<file path="src/rtl/mul16_seq_sched.sv">
// mul16_seq_sched
// Sequential 16x16 unsigned multiplier built around a single 8x8 array
// multiplier. Each operand pair takes four partial-product passes, and the
// product is offered on a valid/ready output handshake. Results can be issued
// back to back at one product every five cycles.
//
// Ports
//   clk        sole clock, rising edge
//   rst        asynchronous, active-high reset
//   in_valid   operand pair a/b is valid
//   in_ready   block accepts an operand pair this cycle
//   a, b       16-bit unsigned operands
//   abort      synchronous cancel of the operation in flight
//   out_valid  product p is valid
//   out_ready  consumer accepts p
//   p          32-bit unsigned product
//   busy       operation in flight (CALC or DONE)
//   op_count   number of products delivered, wrapping at 2^CNT_W
module mul16_seq_sched #(
   parameter int CNT_W = 16
) (
   input  logic             clk,
   input  logic             rst,
   input  logic             in_valid,
   output logic             in_ready,
   input  logic [15:0]      a,
   input  logic [15:0]      b,
   input  logic             abort,
   output logic             out_valid,
   input  logic             out_ready,
   output logic [31:0]      p,
   output logic             busy,
   output logic [CNT_W-1:0] op_count
);

   typedef enum logic [1:0] {
      IDLE = 2'd0,
      CALC = 2'd1,
      DONE = 2'd2
   } state_t;

   // The single shared 8x8 array multiplier.
   function automatic logic [15:0] mul8x8(input logic [7:0] x, input logic [7:0] y);
      logic [15:0] prod;
      prod = 16'd0;
      for (int i = 0; i < 8; i++) begin
         if (y[i]) begin
            prod = prod + ({8'd0, x} << i);
         end else begin
            prod = prod;
         end
      end
      return prod;
   endfunction

   state_t             state;
   state_t             next_state;
   logic [1:0]         phase;
   logic [15:0]        a_reg;
   logic [15:0]        b_reg;
   logic [31:0]        acc;
   logic [CNT_W-1:0]   count;
   logic               handshake;
   logic               deliver;
   logic               calc_step;
   logic [7:0]         mul_a;
   logic [7:0]         mul_b;
   logic [15:0]        pp;
   logic [31:0]        pp_shifted;

   // Input acceptance: abort always blocks acceptance; DONE accepts only when the result drains.
   always_comb begin
      in_ready = 1'b0;
      if (abort) begin
         in_ready = 1'b0;
      end else if (state == IDLE) begin
         in_ready = 1'b1;
      end else if (state == DONE) begin
         in_ready = out_ready;
      end else begin
         in_ready = 1'b0;
      end
   end

   assign handshake = in_valid & in_ready;
   // A result is delivered only when abort is low (abort wins over out_ready).
   assign deliver   = (state == DONE) & out_ready & ~abort;
   assign calc_step = (state == CALC) & ~abort;

   // Partial-product operand selection and accumulator alignment by phase.
   always_comb begin
      mul_a      = phase[0] ? a_reg[15:8] : a_reg[7:0];
      mul_b      = phase[1] ? b_reg[15:8] : b_reg[7:0];
      pp         = mul8x8(mul_a, mul_b);
      pp_shifted = 32'd0;
      case (phase)
         2'd0:    pp_shifted = {16'd0, pp};
         2'd1:    pp_shifted = {8'd0, pp, 8'd0};
         2'd2:    pp_shifted = {8'd0, pp, 8'd0};
         2'd3:    pp_shifted = {pp, 16'd0};
         default: pp_shifted = 32'd0;
      endcase
   end

   // Next-state logic.
   always_comb begin
      next_state = state;
      case (state)
         IDLE: begin
            if (handshake) begin
               next_state = CALC;
            end else begin
               next_state = IDLE;
            end
         end
         CALC: begin
            if (abort) begin
               next_state = IDLE;
            end else if (phase == 2'd3) begin
               next_state = DONE;
            end else begin
               next_state = CALC;
            end
         end
         DONE: begin
            if (abort) begin
               next_state = IDLE;
            end else if (out_ready) begin
               // Handshake in DONE restarts immediately, no IDLE bubble.
               next_state = handshake ? CALC : IDLE;
            end else begin
               next_state = DONE;
            end
         end
         default: next_state = IDLE;
      endcase
   end

   // State register.
   always_ff @(posedge clk or posedge rst) begin
      if (rst) begin
         state <= IDLE;
      end else begin
         state <= next_state;
      end
   end

   // Operand capture, phase counter and accumulator.
   always_ff @(posedge clk or posedge rst) begin
      if (rst) begin
         a_reg <= 16'd0;
         b_reg <= 16'd0;
         phase <= 2'd0;
         acc   <= 32'd0;
      end else if (handshake) begin
         a_reg <= a;
         b_reg <= b;
         phase <= 2'd0;
         acc   <= 32'd0;
      end else if (calc_step) begin
         phase <= phase + 2'd1;
         acc   <= acc + pp_shifted;
      end else begin
         phase <= phase;
         acc   <= acc;
      end
   end

   // Delivered-product counter, wrapping naturally at 2^CNT_W.
   always_ff @(posedge clk or posedge rst) begin
      if (rst) begin
         count <= '0;
      end else if (deliver) begin
         count <= count + {{(CNT_W-1){1'b0}}, 1'b1};
      end else begin
         count <= count;
      end
   end

   assign out_valid = (state == DONE);
   assign busy      = (state != IDLE);
   assign p         = acc;
   assign op_count  = count;

endmodule

</file>
<file path="config.mk">
export PLATFORM = sky130hd
export DESIGN_NAME = mul16_seq_sched
export DESIGN_NICKNAME = d
export VERILOG_FILES = /design/src/rtl/mul16_seq_sched.sv
export SDC_FILE = /design/constraint.sdc
export NUM_CORES = 1
export LEC_CHECK = 0
export CORE_UTILIZATION = 42
export DETAILED_ROUTE_END_ITERATION = 10
export RECOVER_POWER = 50
export REMOVE_ABC_BUFFERS = 1
export SLEW_MARGIN = 10
export SYNTH_ARGS = -nofsm -noshare
export SYNTH_HDL_FRONTEND = slang
export SYNTH_SLANG_ARGS = --single-unit
</file>
<file path="constraint.sdc">
create_clock -name clk -period 24.2 [get_ports clk]
set_input_delay 3.63 -clock clk [delete_from_list [all_inputs] [get_ports clk]]
set_output_delay 3.63 -clock clk [all_outputs]
set_load 0.005 [all_outputs]
</file>
==> out/qor.json <==
{
  "run_status": {"value": "finished with violations"},
  "violations": {"value": "capacitance limit, slew limit"},
  "antenna_found_initial": {"value": 0},
  "die-width": {"value": 140, "unit": "um"},
  "ys.flop_type": {"value": "sky130_fd_sc_hd__dfrtp_1"},
  "finalCritPeriodShare": {"value": 55.1, "unit": "%"},
  "clock_tree_from_tritoncts": {"value": "yes"},
  "track_usage": {"value": 21.1, "unit": "%"},
  "clockBufferDepth": {"value": 2},
  "port_buffers": {"value": 87},
  "cp_slowest_stage_delay": {"value": 0.86, "unit": "ns"},
  "detail_route.wl_per_cell": {"value": 16.0, "unit": "um"},
  "critical_path_peak_fanout": {"value": 16},
  "drv_cap": {"value": 2},
  "mappedNetlistArea": {"value": 7980, "unit": "um^2"},
  "area.growth.synth_to_final": {"value": 17.7, "unit": "%"},
  "grt_pass1_vias": {"value": 6494},
  "dp_worst_setup_slack": {"value": 11.06, "unit": "ns"},
  "synth.yosys.seq_area_share": {"value": 26.3, "unit": "%"},
  "floorplan.io_pins": {"value": 88},
  "grt.met2_usage": {"value": 32.8, "unit": "%"},
  "cp-end-kind": {"value": "register"},
  "cts_resized": {"value": 0},
  "largest_reg_flops": {"value": 32},
  "overflow": {"value": 0},
  "crit_arrival": {"value": 13.61, "unit": "ns"},
  "slack_of_the_worst_reg_to_reg_path": {"value": 10.87, "unit": "ns"},
  "endpoint": {"value": "p[31]$_DFFE_PP0P_"},
  "num_vias": {"value": 6748},
  "final_nets": {"value": 1135},
  "synth_top_area_share": {"value": 26.3, "unit": "%"},
  "first_iter_violations": {"value": 372},
  "post_cts_hold_buffer_count": {"value": 0},
  "ranking_of_synthesized_cells_by_area": {"value": "sky130_fd_sc_hd__dfrtp_1 26%, sky130_fd_sc_hd__ha_1 14%, sky130_fd_sc_hd__mux2_2 6.8%"},
  "clock_sinks": {"value": 84},
  "timing.final.max_slew_violations": {"value": 87},
  "r2r-end": {"value": "p[31]$_DFFE_PP0P_"},
  "setup_repair_after_global_routing_missed_its_margin": {"value": "no"},
  "first_pass_grt_wire_length": {"value": 33300, "unit": "um"},
  "worstMarginPinSlew": {"value": 2.82, "unit": "ns"},
  "diodes": {"value": 0},
  "synth-edff-count": {"value": 0},
  "dp_hpwl": {"value": 15300, "unit": "um"},
  "hold_viol": {"value": 0},
  "layout_cells_sized_above_1": {"value": 9.61, "unit": "%"},
  "yosys_warns": {"value": 0},
  "finalSetupViolations": {"value": 0},
  "timing.setup.tns": {"value": 0, "unit": "ns"},
  "ant_nets": {"value": 0},
  "critical_path_required": {"value": 24.48, "unit": "ns"},
  "clock_skew": {"value": 0.00689, "unit": "ns"},
  "syn_inst": {"value": 924},
  "setup.worst_path.start_class": {"value": "register"},
  "reg2reg_depth": {"value": 56},
  "slew_headroom": {"value": -88.2, "unit": "%"},
  "synth_top_cell_by_area": {"value": "sky130_fd_sc_hd__dfrtp_1"},
  "floorplan.die.height": {"value": 140, "unit": "um"},
  "detail_route.wirelength": {"value": 19900, "unit": "um"},
  "grt_start_max_net_pins": {"value": 85},
  "cts-buffers-inserted": {"value": 9},
  "ctsHtreeMaxLevel": {"value": 3},
  "crit_type": {"value": "register to register"},
  "top_usage_layer": {"value": "met2"},
  "worst_setup_path_startpoint": {"value": "phase[1]$_DFFE_PP0P_"},
  "clk_pin_slew_worst_setup_hold_paths": {"value": 0.07, "unit": "ns"},
  "crit_top_cell": {"value": "sky130_fd_sc_hd__a21oi_1"},
  "postCtsSetupBuffers": {"value": 0},
  "critical-path-slowest-cell": {"value": "sky130_fd_sc_hd__mux2i_1"},
  "starting_density_of_the_core": {"value": 42.8, "unit": "%"},
  "synth.lib_cells_used.distinct": {"value": 69},
  "num_rows": {"value": 50},
  "yosys_register_bits": {"value": 84},
  "die_area": {"value": 19600, "unit": "um^2"},
  "layout.filler_cells": {"value": 1841},
  "cts-root-buf": {"value": "sky130_fd_sc_hd__clkbuf_16"},
  "globalRouteMet3Util": {"value": 2.62, "unit": "%"},
  "drt-pass1-iter-count": {"value": 5},
  "fin_crit": {"value": 13.33, "unit": "ns"},
  "post_drt_via_cell_ratio": {"value": 5.43},
  "avgSynthCellArea": {"value": 8.64, "unit": "um^2"},
  "worstHoldPathType": {"value": "register to register"},
  "core_area": {"value": 18600, "unit": "um^2"},
  "async_reset_ff_share": {"value": 100, "unit": "%"},
  "max_freq": {"value": 75.0, "unit": "MHz"},
  "detail_route.drc_violations": {"value": 0},
  "gp_congestion": {"value": 0.872},
  "met1_usage": {"value": 30.9, "unit": "%"},
  "clk-insertion-delay-late": {"value": 0.34, "unit": "ns"},
  "critical_path.reg2reg.startpoint": {"value": "phase[1]$_DFFE_PP0P_"},
  "final_critical_path_setup_slack": {"value": 10.87, "unit": "ns"}
}
==> worst min path at each step <==
stage                             startpoint                        to  slack (ns)  cells after the start
floorplan           op_count[15]$_DFFE_PP0P_  op_count[15]$_DFFE_PP0P_        0.47                      1
finish              op_count[15]$_DFFE_PP0P_  op_count[15]$_DFFE_PP0P_        0.47                      1
global placement    op_count[15]$_DFFE_PP0P_  op_count[15]$_DFFE_PP0P_        0.46                      1
CTS                 op_count[15]$_DFFE_PP0P_  op_count[15]$_DFFE_PP0P_        0.48                      1
detailed placement  op_count[15]$_DFFE_PP0P_  op_count[15]$_DFFE_PP0P_        0.47                      1
global route        op_count[15]$_DFFE_PP0P_  op_count[15]$_DFFE_PP0P_        0.50                      1
==> layer usage <==
metal	wire length [um]	share of wire (%)
met1	10300	52
met3	668	3.4
met2	8700	44
met5	0	0
met4	268	1.3
==> cells in the mapped netlist (4+ instances only) <==
library cell               count
sky130_fd_sc_hd__nor3_1       19
sky130_fd_sc_hd__a211oi_1      5
sky130_fd_sc_hd__clkbuf_1     22
sky130_fd_sc_hd__o21ai_0      55
sky130_fd_sc_hd__nand2_1      86
sky130_fd_sc_hd__dfrtp_1      84
sky130_fd_sc_hd__fa_1          6
sky130_fd_sc_hd__a21oi_1      78
sky130_fd_sc_hd__o21bai_1     13
sky130_fd_sc_hd__xor2_1       26
sky130_fd_sc_hd__mux2i_1      18
sky130_fd_sc_hd__o31ai_1       5
sky130_fd_sc_hd__ha_1         88
sky130_fd_sc_hd__xnor2_1      51
sky130_fd_sc_hd__mux2_2       48
sky130_fd_sc_hd__nand4_1       4
sky130_fd_sc_hd__o211ai_1      5
sky130_fd_sc_hd__and3_1        5
sky130_fd_sc_hd__a31o_2        4
sky130_fd_sc_hd__nand2b_1     10
sky130_fd_sc_hd__nor2_1       65
sky130_fd_sc_hd__nand3_1      20
sky130_fd_sc_hd__a21boi_0      4
sky130_fd_sc_hd__or2_2         4
sky130_fd_sc_hd__o22ai_1      29
sky130_fd_sc_hd__a21o_1       27
sky130_fd_sc_hd__or3_1         6
sky130_fd_sc_hd__nor2b_1      14
sky130_fd_sc_hd__inv_1        49
sky130_fd_sc_hd__o21a_1       11
sky130_fd_sc_hd__mux2i_2       4
sky130_fd_sc_hd__and2_1        6
==> per-stage QoR <==
step	instances	area, um^2	utilization (%)	hold slack, ns
floorplan	898	7870	-	0.468
global placement	1226	9080	48.7	0.465
detailed placement	1226	9080	48.7	0.467
CTS	1242	9390	50.4	0.477
global route	1243	9390	50.4	0.496
finish	1243	9390	50.4	0.471
==> cell families after synthesis <==
family / Yosys count / synth area share [%]
multiplexers: 71 / 9.91
adder cells (fa/ha/maj): 94 / 15.3
XOR/XNOR: 77 / 8.45
flip-flops: 84 / 26.3
AO/OA/AOI/OAI: 269 / 21.5
AND/OR/NAND/NOR: 252 / 14.7
buffers and inverters: 77 / 3.83
==> area by class of cell <==
| cell class | count | area, um^2 | area share [%] |
|---|---|---|---|
| multi-input cells | 763 | 5570 | 59.3 |
| flip-flops and latches | 84 | 2100 | 22.4 |
| repair buffers | 95 | 923 | 9.83 |
| well taps | 234 | 293 | 3.12 |
| clock buffers | 9 | 225 | 2.40 |
| inverters | 51 | 193 | 2.05 |
| clock inverters | 7 | 81.3 | 0.866 |
==> layout by cell type, fill, tap and decap left out, drive strengths merged, types with 20 or more instances in the layout <==
cell type      netlist  routed
inv                 50      53
xor2                26      26
xnor2               51      51
dlygate4sd3          0      22
dfrtp               84      84
nand3               20      20
o21ai               58      58
o22ai               29      29
mux2i               22      22
ha                  88      88
mux2                49      49
nand2               86      86
clkdlybuf4s50        0      65
a21o                27      27
a21oi               81      81
nor2                65      65
==> worst max-delay path, delay by kind of cell (launching register included) <==
family,cells,cell delay (ns)
compound gates,29,6.06
xor+xnor,6,0.95
fa+ha+maj,9,2.89
buf+inv,2,0.21
flops,1,0.82
mux,2,1.09
simple gates,8,1.27
Power is not shown: default switching activity piles up to over one toggle a cycle in this logic, so the estimate is an artifact.
